## src/rtl/fetch_stage_pkg.sv

```systemverilog
// Types shared by the fetch front end and the instruction queue.
// One queue entry carries a fetched word together with the PC it came from.
package rv32i_types;

   typedef enum logic [1:0] {
      REQ,
      WAIT,
      HOLD,
      DISCARD
   } fetch_state_t;

   typedef struct packed {
      logic [31:0] pc;
      logic [31:0] inst;
   } iq_entry_t;

   localparam logic [31:0] DEFAULT_RESET_PC = 32'h1eceb000;

endpackage

```

## src/rtl/fetch_stage.sv

```systemverilog
// Instruction fetch: one outstanding imem read, results pushed into the
// instruction queue; stalls on a full queue, flushes and restarts on redirect.
module fetch_stage
   import rv32i_types::*;
#(
   parameter logic [31:0] RESET_PC   = DEFAULT_RESET_PC,
   parameter int          DATA_WIDTH = 64
) (
   input  logic                  clk,
   input  logic                  rst,
   output logic [31:0]           imem_addr,
   output logic [3:0]            imem_rmask,
   input  logic [31:0]           imem_rdata,
   input  logic                  imem_resp,
   output logic [DATA_WIDTH-1:0] wdata_out,
   output logic                  enqueue_out,
   input  logic                  full_in,
   input  logic                  redirect_in,
   input  logic [31:0]           redirect_pc_in
);

   fetch_state_t state, state_next;
   logic [31:0]  pc, pc_next;
   iq_entry_t    hold_buf, hold_next;
   iq_entry_t    wdata;
   logic         enqueue;

   always_ff @(posedge clk) begin
      if (rst) begin
         state    <= REQ;
         pc       <= RESET_PC;
         hold_buf <= '0;
      end else begin
         state    <= state_next;
         pc       <= pc_next;
         hold_buf <= hold_next;
      end
   end

   always_comb begin
      state_next = state;
      pc_next    = pc;
      hold_next  = hold_buf;
      enqueue    = 1'b0;
      wdata      = '0;
      unique case (state)
         REQ: state_next = WAIT;
         WAIT: begin
            if (imem_resp) begin
               wdata = '{pc: pc, inst: imem_rdata};
               if (!full_in) begin
                  enqueue    = 1'b1;
                  pc_next    = pc + 32'd4;
                  state_next = REQ;
               end else begin
                  hold_next  = '{pc: pc, inst: imem_rdata};
                  state_next = HOLD;
               end
            end
         end
         HOLD: begin
            wdata = hold_buf;
            if (!full_in) begin
               enqueue    = 1'b1;
               pc_next    = pc + 32'd4;
               state_next = REQ;
            end
         end
         DISCARD: if (imem_resp) state_next = REQ;
         default: state_next = REQ;
      endcase

      // A request issued in this REQ cycle is still in flight, so its
      // response must be swallowed in DISCARD before refetching.
      if (redirect_in) begin
         enqueue   = 1'b0;
         pc_next   = {redirect_pc_in[31:2], 2'b00};
         hold_next = '0;
         unique case (state)
            REQ:           state_next = DISCARD;
            WAIT, DISCARD: state_next = imem_resp ? REQ : DISCARD;
            default:       state_next = REQ;
         endcase
      end
   end

   // Outputs are quiet while rst is held so nothing leaks during reset.
   assign imem_addr   = pc;
   assign imem_rmask  = (state == REQ && !rst) ? 4'hf : 4'h0;
   assign enqueue_out = enqueue && !rst;
   assign wdata_out   = rst ? '0 : DATA_WIDTH'(wdata);

endmodule

```

## config.mk

```make
export PLATFORM = sky130hd
export DESIGN_NAME = fetch_stage
export DESIGN_NICKNAME = d
export VERILOG_FILES = /design/src/rtl/fetch_stage_pkg.sv /design/src/rtl/fetch_stage.sv
export SDC_FILE = /design/constraint.sdc
export NUM_CORES = 1
export LEC_CHECK = 0
export BUFFER_PORTS_ARGS = -buffer_cell sky130_fd_sc_hd__buf_4
export CAP_MARGIN = 10
export CORE_MARGIN = 2
export CORE_UTILIZATION = 55
export DETAILED_ROUTE_END_ITERATION = 10
export MAX_ROUTING_LAYER = met4
export PLACE_DENSITY_LB_ADDON = 0.25
export REMOVE_ABC_BUFFERS = 1
export SKIP_LAST_GASP = 1
export SLEW_MARGIN = 20
export SYNTH_ARGS = -nofsm -noshare
export SYNTH_HDL_FRONTEND = slang
export SYNTH_SLANG_ARGS = --single-unit
```

## constraint.sdc

```tcl
create_clock -name clk -period 5.02 [get_ports clk]
set_input_delay 0.502 -clock clk [delete_from_list [all_inputs] [get_ports clk]]
set_output_delay 0.502 -clock clk [all_outputs]
set_load 0.01 [all_outputs]
```

==> impl_metrics.json <==
{
  "io_buffer_count": 163,
  "worst_path_max_delay_cell": "sky130_fd_sc_hd__buf_4",
  "setup-violations-final": 0,
  "netlist.top_cell.by_area": "sky130_fd_sc_hd__dfxtp_1",
  "postRouteAntennaNets": 0,
  "root_buffer": "sky130_fd_sc_hd__clkbuf_8",
  "fin_skew_ps": 9.600,
  "hp-class": "in2reg",
  "final_area_mm2": 0.006311,
  "grt_antenna_before_repair": 0,
  "postSynth.asyncResetShare": 0,
  "layout-drive-gt1-share": 0.2516,
  "post_synth_inst_count": 674,
  "numCtsBuffers": 9,
  "fin_nets": 864,
  "post-route-min-period_ps": 2901,
  "timing.critical_path.from_type": "register",
  "dominantRegCellSynth": "sky130_fd_sc_hd__dfxtp_1",
  "synthMostInstantiatedCell": "sky130_fd_sc_hd__nand2_1",
  "synth-seq-area-share": 0.3796,
  "flow.area_growth_from_synthesis_pct": 27.31,
  "cp_slowest_stage_delay_ps": 550,
  "cts.sink_count": 94,
  "wl_per_cell_um": 15.44,
  "fmax_mhz": 344.7,
  "cts-hold-fix-buffers": 0,
  "cts-htree-levels": 3,
  "slew_violations": 0,
  "die_area_mm2": 0.009788,
  "design.portCount": 170,
  "timing.setup.tns_ps": 0,
  "finalHoldWorstSlack_ps": 375.3,
  "rsz0062_at_grt": "false",
  "hold_violations": 0,
  "finalWirelength_mm": 13.94,
  "critical_path_required_ps": 4520,
  "drtIter0Drc": 308,
  "max_slew_margin": 0.2955,
  "outcome": "completed",
  "fillCellCount": 717,
  "routabilityCongestion": 0.8105,
  "overflow": 0,
  "dp_hpwl_mm": 8.953,
  "post_synth.cell_area_avg_um2": 7.355,
  "final_min_period_over_clock_period": 0.5780,
  "post_cts.resized_instances": 0,
  "via_per_inst": 5.725,
  "coreArea_mm2": 0.008721,
  "cts_post_setup_buffers_inserted": 0,
  "antenna-diode-count": 0,
  "power.density_cell_area_mw_per_mm2": 260.8,
  "tritoncts": "done",
  "grt_max_degree": 65,
  "horizontal_die_dimension_um": 98.94,
  "worstSetupEndpointType": "output port",
  "detailed_route_drc_error_count": 0,
  "synth_area_mm2": 0.004957,
  "ys_types": 48,
  "total_leakage_power_uw": 0.002399,
  "clkSlewWorstSetupHoldPaths_ps": 100,
  "critical_path.cell_chain": "inv_1 > ha_1 > and2_2 > buf_4 > a22oi_1 > nor2_1 > buf_4",
  "top_post_synthesis_cells_by_area": "sky130_fd_sc_hd__dfxtp_1 (38%), sky130_fd_sc_hd__nand2_1 (11%), sky130_fd_sc_hd__a22oi_1 (9.4%)",
  "arrival_ps": 2400,
  "crit_path_frequent_cell": "sky130_fd_sc_hd__buf_4",
  "critical_path_class": "reg2out",
  "floorplan.rows": 34,
  "insertion_delay_ps": 360,
  "worst_ir_drop_vdd_mv": 0.1391,
  "synth-warning-count": 0,
  "vias": 5170,
  "cap_violations": 0,
  "postSynthRegisterBits": 94,
  "grt_pass1_wl_mm": 23.11,
  "track_usage": 0.2915,
  "post_synth_most_frequent_cells": "sky130_fd_sc_hd__nand2_1 (145), sky130_fd_sc_hd__dfxtp_1 (94), sky130_fd_sc_hd__nor2_1 (84)",
  "place_area_mm2": 0.006091,
  "worstMarginPinSlew_ps": 1027,
  "number_of_global_route_vias_before_repair": 4822,
  "initial_core_util": 0.5684,
  "synth_top_area_frac": 0.3796,
  "critical_path.max_fanout": 63,
  "ctsLongestPathBuffers": 2,
  "firstDrtPassIters": 4,
  "post_synth_edffs": 0,
  "dieHeight_um": 98.94
}
where the power goes:
part	internal, uW	switching [uW]
Clock	284	274
Sequential	768	38.7
Combinational	116	166
Total	1170	478
worst max-delay path, delay by kind of cell, from the launching register on:
| kind | cells | cell delay (ps) |
|---|---|---|
| buf+inv | 3 | 810 |
| fa+ha+maj | 1 | 250 |
| compound gates | 1 | 180 |
| simple gates | 2 | 390 |
| flops | 1 | 350 |
sequential cells by signal (all words and copies together), names as in the netlist:
register	count
hold_buf	62
imem_addr	30
state	2
metal layers:
metal  global-route usage  up-vias  share of wire
met5                    -        -              0
met4              0.07271        0          0.014
met3              0.04894       17          0.071
met2               0.4756      194           0.49
met1               0.3780     2420           0.42
li1                     -     2539              -
final cells by class:
type                       instances  area, um2  area share
clock buffer                      10      127.6     0.02022
multi-input combinational        500       2753      0.4362
tap                              108      135.1     0.02141
timing repair buffer             167       1254      0.1987
inverter                          18      67.56     0.01071
sequential                        94       1882      0.2982
clock inverter                     6      92.59     0.01467
stage by stage:
step | total power, uW | setup slack [ps] | cells | utilization
2_1_floorplan | 954.8 | 1348 | 612 | -
3_3_place_gp | 1093 | 2470 | 887 | 0.6974
3_5_place_dp | 1104 | 2371 | 887 | 0.6984
4_1_cts | 1653 | 2128 | 903 | 0.7237
5_1_grt | 1722 | 1914 | 903 | 0.7237
6_report | 1646 | 2119 | 903 | 0.7237
placed cells by master, fill, tap and decap left out, types with 2 or more instances in the layout:
cell type | netlist | layout
sky130_fd_sc_hd__buf_4 | 7 | 167
sky130_fd_sc_hd__o211ai_1 | 5 | 5
sky130_fd_sc_hd__bufinv_16 | 0 | 2
sky130_fd_sc_hd__nand2b_1 | 2 | 2
sky130_fd_sc_hd__o21ai_0 | 3 | 3
sky130_fd_sc_hd__ha_1 | 5 | 4
sky130_fd_sc_hd__inv_1 | 18 | 18
sky130_fd_sc_hd__mux2i_1 | 7 | 7
sky130_fd_sc_hd__clkbuf_8 | 0 | 9
sky130_fd_sc_hd__nor3_1 | 11 | 11
sky130_fd_sc_hd__and2_1 | 4 | 3
sky130_fd_sc_hd__a21oi_1 | 73 | 73
sky130_fd_sc_hd__xor2_1 | 4 | 4
sky130_fd_sc_hd__nor2_1 | 84 | 84
sky130_fd_sc_hd__nor4_1 | 6 | 6
sky130_fd_sc_hd__a31oi_1 | 3 | 3
sky130_fd_sc_hd__dfxtp_1 | 94 | 94
sky130_fd_sc_hd__conb_1 | 1 | 4
sky130_fd_sc_hd__a22oi_1 | 62 | 62
sky130_fd_sc_hd__nor4_2 | 4 | 4
sky130_fd_sc_hd__a221oi_1 | 3 | 3
sky130_fd_sc_hd__nand2_1 | 145 | 143
sky130_fd_sc_hd__or4_4 | 2 | 2
sky130_fd_sc_hd__nor3b_1 | 5 | 5
sky130_fd_sc_hd__or2_2 | 2 | 2
sky130_fd_sc_hd__nor2b_1 | 2 | 2
sky130_fd_sc_hd__and3_1 | 5 | 4
sky130_fd_sc_hd__o21a_1 | 3 | 3
sky130_fd_sc_hd__o22ai_1 | 3 | 3
sky130_fd_sc_hd__xnor2_1 | 14 | 14
sky130_fd_sc_hd__nand4_1 | 9 | 9
sky130_fd_sc_hd__clkinvlp_4 | 0 | 2
sky130_fd_sc_hd__nand3_1 | 11 | 11
sky130_fd_sc_hd__mux2_2 | 2 | 2
sky130_fd_sc_hd__inv_6 | 0 | 2
sky130_fd_sc_hd__a211oi_1 | 4 | 4
sky130_fd_sc_hd__and4_1 | 2 | 2
logic make-up (layout without fill, tap and decap cells):
logic type | after synthesis | count (layout) | synth area share
AND/OR/NAND/NOR | 301 | 301 | 0.2761
AO/OA/AOI/OAI | 163 | 163 | 0.2092
flip-flops | 94 | 94 | 0.3796
buffers and inverters | 83 | 201 | 0.07117
XOR/XNOR | 18 | 18 | 0.03180
multiplexers | 9 | 9 | 0.01868
adder cells (fa/ha/maj) | 5 | 5 | 0.01262
other | 1 | 4 | 0.0007565
final timing paths:
kind                            slack [ps]               start            end  cells after the start
worst max-delay path                  2120            state[1]  wdata_out[61]                      7
worst min-delay path                   380  redirect_pc_in[19]  imem_addr[19]                      3
worst max register to register        2310            state[1]  imem_addr[23]                      7
worst min register to register         460        hold_buf[41]   hold_buf[41]                      2
Power figures use the tool's default switching activity.
